`config.mk`:
```
export PLATFORM = sky130hd
export DESIGN_NAME = fetch_unit
export DESIGN_NICKNAME = d
export VERILOG_FILES = /design/src/rtl/fetch_unit.sv
export SDC_FILE = /design/constraint.sdc
export NUM_CORES = 1
export LEC_CHECK = 0
export ABC_AREA = 0
export CELL_PAD_IN_SITES_DETAIL_PLACEMENT = 0
export CELL_PAD_IN_SITES_GLOBAL_PLACEMENT = 1
export CORE_AREA = 2 2 166 184
export CTS_CLUSTER_DIAMETER = 40
export DETAILED_ROUTE_END_ITERATION = 8
export DIE_AREA = 0 0 168 186
export PLACE_DENSITY = 0.81
export REMOVE_ABC_BUFFERS = 1
export SLEW_MARGIN = 5
export SYNTH_ARGS = -nofsm -noshare
export SYNTH_HDL_FRONTEND = slang
export SYNTH_SLANG_ARGS = --single-unit
```
`constraint.sdc`:
```
create_clock -name clk -period 2.8 [get_ports clk]
set_input_delay 0.42 -clock clk [delete_from_list [all_inputs] [get_ports clk]]
set_output_delay 0.42 -clock clk [all_outputs]
set_load 0.005 [all_outputs]
```
`src/rtl/fetch_unit.sv`:
```
// Instruction fetch stage: owns the PC, requests words from instruction memory
// and fills the IF/ID register, handling stalls, branch/jump redirects and flushes.
module fetch_unit #(
    parameter logic [31:0] RESET_PC = 32'h0000_0000,
    parameter logic [31:0] NOP_WORD = 32'h0000_0000
) (
    input  logic        clk,
    input  logic        rst_n,
    input  logic        stall,
    input  logic        br_taken,
    input  logic [31:0] br_target,
    input  logic        jmp,
    input  logic [25:0] jmp_index,
    output logic        im_req,
    output logic [31:0] im_addr,
    input  logic        im_ready,
    input  logic [31:0] im_rdata,
    output logic [31:0] inst,
    output logic        inst_valid,
    output logic [31:0] pc_out,
    output logic [31:0] pc_plus4
);

    typedef enum logic [1:0] {
        BOOT  = 2'd0,
        FETCH = 2'd1,
        HOLD  = 2'd2,
        DRAIN = 2'd3
    } state_t;

    state_t      state_q, state_d;
    logic [31:0] pc_q, pc_d;
    logic [31:0] im_addr_q, im_addr_d;
    logic        im_req_q, im_req_d;
    logic [31:0] inst_q, inst_d;
    logic        inst_valid_q, inst_valid_d;
    logic [31:0] pc_out_q, pc_out_d;
    logic [31:0] skid_q, skid_d;
    logic [31:0] skid_pc_q, skid_pc_d;

    logic        redirect_s;
    logic [31:0] target_raw_s;
    logic [31:0] target_s;

    assign im_req     = im_req_q;
    assign im_addr    = im_addr_q;
    assign inst       = inst_q;
    assign inst_valid = inst_valid_q;
    assign pc_out     = pc_out_q;
    assign pc_plus4   = pc_out_q + 32'd4;

    // Redirect target selection; the older branch wins over the jump.
    always_comb begin
        redirect_s = br_taken | jmp;
        if (br_taken) begin
            target_raw_s = br_target;
        end else begin
            target_raw_s = {pc_plus4[31:28], jmp_index, 2'b00};
        end
        target_s = target_raw_s & 32'hFFFF_FFFC;
    end

    // Next-state logic; a redirect overrides stall and every state action.
    always_comb begin
        state_d      = state_q;
        pc_d         = pc_q;
        im_addr_d    = im_addr_q;
        im_req_d     = im_req_q;
        inst_d       = inst_q;
        inst_valid_d = inst_valid_q;
        pc_out_d     = pc_out_q;
        skid_d       = skid_q;
        skid_pc_d    = skid_pc_q;
        if (redirect_s) begin
            inst_d       = NOP_WORD;
            inst_valid_d = 1'b0;
            pc_d         = target_s;
            skid_d       = NOP_WORD;
            // An unanswered request must complete at its old address before refetching.
            if (im_req_q && !im_ready) begin
                state_d = DRAIN;
            end else begin
                state_d   = FETCH;
                im_req_d  = 1'b1;
                im_addr_d = target_s;
            end
        end else begin
            case (state_q)
                BOOT: begin
                    state_d   = FETCH;
                    im_req_d  = 1'b1;
                    im_addr_d = pc_q;
                end
                FETCH: begin
                    if (im_ready && !stall) begin
                        inst_d       = im_rdata;
                        inst_valid_d = 1'b1;
                        pc_out_d     = pc_q;
                        pc_d         = pc_q + 32'd4;
                        im_addr_d    = pc_q + 32'd4;
                    end else if (im_ready) begin
                        skid_d    = im_rdata;
                        skid_pc_d = pc_q;
                        im_req_d  = 1'b0;
                        state_d   = HOLD;
                    end else begin
                        state_d = FETCH;
                    end
                end
                HOLD: begin
                    if (!stall) begin
                        inst_d       = skid_q;
                        inst_valid_d = 1'b1;
                        pc_out_d     = skid_pc_q;
                        pc_d         = skid_pc_q + 32'd4;
                        im_addr_d    = skid_pc_q + 32'd4;
                        im_req_d     = 1'b1;
                        state_d      = FETCH;
                    end else begin
                        state_d = HOLD;
                    end
                end
                DRAIN: begin
                    if (im_ready) begin
                        im_addr_d = pc_q;
                        state_d   = FETCH;
                    end else begin
                        state_d = DRAIN;
                    end
                end
                default: begin
                    state_d  = BOOT;
                    im_req_d = 1'b0;
                end
            endcase
        end
    end

    // State and output registers.
    always_ff @(posedge clk or negedge rst_n) begin
        if (!rst_n) begin
            state_q      <= BOOT;
            pc_q         <= RESET_PC;
            im_addr_q    <= RESET_PC;
            im_req_q     <= 1'b0;
            inst_q       <= NOP_WORD;
            inst_valid_q <= 1'b0;
            pc_out_q     <= RESET_PC;
            skid_q       <= NOP_WORD;
            skid_pc_q    <= RESET_PC;
        end else begin
            state_q      <= state_d;
            pc_q         <= pc_d;
            im_addr_q    <= im_addr_d;
            im_req_q     <= im_req_d;
            inst_q       <= inst_d;
            inst_valid_q <= inst_valid_d;
            pc_out_q     <= pc_out_d;
            skid_q       <= skid_d;
            skid_pc_q    <= skid_pc_d;
        end
    end

endmodule
```
==> results.sh, run 1 <==
export IMPL_drt_first_iter_violations=766
export IMPL_layout_setup_ws_ns=0.116
export IMPL_cap_violations=0
export IMPL_viasPerCell=5.66
export IMPL_setup_violations=0
export IMPL_core_mm2=0.0293
export IMPL_ys_warn_count=0
export IMPL_rsz0062_at_grt="yes"
export IMPL_io_pins=226
export IMPL_crit_chain="and3_4 -> nand3_4 -> nor2_4 -> and4_1 -> xnor2_1 -> inv_1 -> clkdlybuf4s50_1"
export IMPL_slew_viol_final=0
export IMPL_switchingPower_mw=3.02
export IMPL_nets=1602
export IMPL_first_pass_iters=5
export IMPL_syn_area_mm2=0.0115
export IMPL_antenna_found_initial=1
export IMPL_numCtsBuffers=17
export IMPL_ys_async_sr_fraction_pct=100
export IMPL_drt_total_wl_um=37000
export IMPL_power_frac_seq_pct=41.3
export IMPL_wl_per_cell_um=19.6
export IMPL_min_period_ns=2.68
export IMPL_instances_no_fill=1887
export IMPL_post_place_cells=1836
export IMPL_worst_endpoint_required_ns=2.38
export IMPL_ff2ff_path_depth=8
export IMPL_die_y_um=186
export IMPL_power_density_mw_per_mm2=595
export IMPL_dp_hpwl_um=25900
export IMPL_finClkSkew_ns=0.0110
export IMPL_cts_tree="built"
export IMPL_clock_tree_buffer_depth=2
export IMPL_worstSkewPairLatency_ns=0.45
export IMPL_swShare_pct=33.0
export IMPL_hold_violations=1
export IMPL_holdBufCountCts=0
export IMPL_criticalPathCategory="register to output pin"
export IMPL_synth_edf_count=0
export IMPL_crit_slowest_cell="clkdlybuf4s50_1"
export IMPL_cp_arrival_ns=2.26
export IMPL_gp_congestion=0.903
export IMPL_synth_ff_type="dfrtp_1"
export IMPL_grt_max_degree=81
export IMPL_hold_class="primary input to async pin"
export IMPL_clk_pin_slew_ns=0.08
export IMPL_port_buffers=223
export IMPL_violations="hold timing"
export IMPL_drtAntennaViolNets=0
export IMPL_clock_sinks=196
export IMPL_tns_ns=0
export IMPL_maxSlewHeadroom_pct=52.1
export IMPL_ys_types=70
export IMPL_hold_ws_ns=-0.00598
export IMPL_post_route_util_pct=52.6
export IMPL_vias=10700
export IMPL_gr_total_overflow=0
export IMPL_ys_seq_elements=196
export IMPL_htree_levels=4
export IMPL_ir_worst_vdd_mv=0.392
export IMPL_seq_area_frac_synth_pct=42.5
export IMPL_grt_pass1_wl_um=58300
export IMPL_die_area_mm2=0.0312
export IMPL_drc=0
export IMPL_period_share_pct=95.9
export IMPL_core_rowCount=66
export IMPL_drive_above_1_share_pct=14.4
export IMPL_power_frac_clock_pct=28.7
export IMPL_dpl_worst_slack_ns=0.180
export IMPL_grt_pass1_vias=10400
export IMPL_grt_use_total_pct=23.9
export IMPL_cp_max_fo=6
export IMPL_p_leak_nw=6.19
export IMPL_cts_root_buf="clkbuf_16"
export IMPL_power_frac_comb_pct=29.9
export IMPL_tightest_slew_ns=0.716
export IMPL_status="finished with violations"
export IMPL_internal_power_mw=6.15
export IMPL_start_util_pct=39.4
export IMPL_synthCells=1269
export IMPL_max_stage_delay_ns=0.44
export IMPL_area_delta_synth_final_pct=33.4
export IMPL_critPathLaunchType="register"
export IMPL_fmax_ghz=0.373
export IMPL_fp_dieW_um=168
export IMPL_cp_end_kind="output pin"
export IMPL_avgSynthCellArea_um2=9.10
-- final cells by class --
type                       instances  area, um^2
fill                            2700       13900
multi-input combinational        946        6220
sequential                       196        4910
timing repair buffer             319        3120
tap                              374         468
clock buffer                      19         453
clock inverter                    13         161
inverter                          19        71.3
antenna                            1        2.50
-- worst max-delay path: cells and delay by family, from the launching register on --
| kind | cells | cell delay, ns |
|---|---|---|
| and+or+nand+nor | 4 | 0.72 |
| DFF | 1 | 0.42 |
| buffers and inverters | 2 | 0.50 |
| xor gates and xnor gates | 1 | 0.16 |
-- layout by cell type, fill, tap and decap left out, types with 47 or more instances in the layout --
master           Yosys  final
xnor2_1             48     47
nand3_1             53     48
o21ai_0             86     85
a21oi_1             67     66
nand2_1            169    168
mux2i_1             77     77
buf_4                5     84
dfrtp_1            196    189
clkdlybuf4s50_1      0    213
nor2_1             100     97
-- registers in the layout, summed over array words and instances, names as in the netlist --
name,flops
state_q,2
skid_pc_q,32
skid_q,32
im_addr,32
pc_q,32
pc_out,32
inst,32
inst_valid,1
im_req,1
-- routing by layer --
layer | GRT usage [%] | vias to the layer above | wire length (um) | share of wire (%)
met2 | 39.2 | 410 | 17500 | 47
met5 | 0 | - | 0 | 0
met1 | 30.9 | 5159 | 15700 | 42
met4 | 9.01 | 0 | 1010 | 2.7
li1 | - | 5049 | - | -
met3 | 5.57 | 61 | 2840 | 7.7
-- power groups by stage --
stage / Clock (mW) / Combinational (mW) / Sequential [mW]
5_1_grt: 2.82 / 3.00 / 3.87
4_1_cts: 2.69 / 2.71 / 3.78
3_3_place_gp: 0 / 2.59 / 3.82
6_report: 2.63 / 2.75 / 3.79
2_1_floorplan: 0 / 1.15 / 3.76
3_5_place_dp: 0 / 2.63 / 3.85
-- synth_stat cells, types with 11 or more instances --
cell type,number,area (um^2)
a22oi_1,26,195
xor2_1,31,272
nand3_1,53,265
nor4_1,13,81.3
o211ai_1,11,82.6
buf_1,17,63.8
nand2_1,169,634
mux2_2,39,439
inv_1,18,67.6
buf_2,11,55.1
a221oi_1,13,114
a31oi_1,14,87.6
a211oi_1,36,270
o21ai_0,86,430
nand4_1,21,131
and3_1,15,93.8
clkbuf_1,64,240
o221ai_1,17,149
nor3_1,16,80.1
mux2i_1,77,771
nor2_1,100,375
dfrtp_1,196,4900
xnor2_1,48,420
a21oi_1,67,335
-- stage by stage --
stage / power (mW) / cell area [um^2]
global route: 9.68 / 15400
CTS: 9.19 / 15200
floorplan: 4.92 / 11000
finish: 9.17 / 15400
global placement: 6.41 / 14500
detailed placement: 6.47 / 14500
-- worst paths after layout --
path                       startpoint           end  slack (ns)
max in group asynchronous       rst_n    pc_out[13]        2.00
min in group clk           im_addr[3]    im_addr[3]        0.49
hold / removal                  rst_n      inst[10]      -0.006
setup reg to reg           state_q[0]    im_addr[1]        0.30
hold reg to reg            im_addr[3]    im_addr[3]        0.49
setup / recovery           pc_out[13]  pc_plus4[31]        0.12
-- kinds of logic after synthesis --
kind of cell	synth area share, %
flops	42.5
xor+xnor	5.99
fa+ha+maj	0.758
compound gates	17.9
mux	10.6
simple gates	17.1
buf+inv	5.12
-- what timing repair did --
item                       4_1_cts  5_1_grt
setup endpoints to repair       12       13
pin swaps                        4        9
buffers inserted                 9        9
resized for setup               13       28
No activity file was read; power rests on OpenSTA's default activity.
==> inputs of run 2 (changes only) <==
Settings changed: SLEW_MARGIN 5 to default.
==> results of run 2 <==
The final DEF is identical to that of run 1; final timing and power are the same.
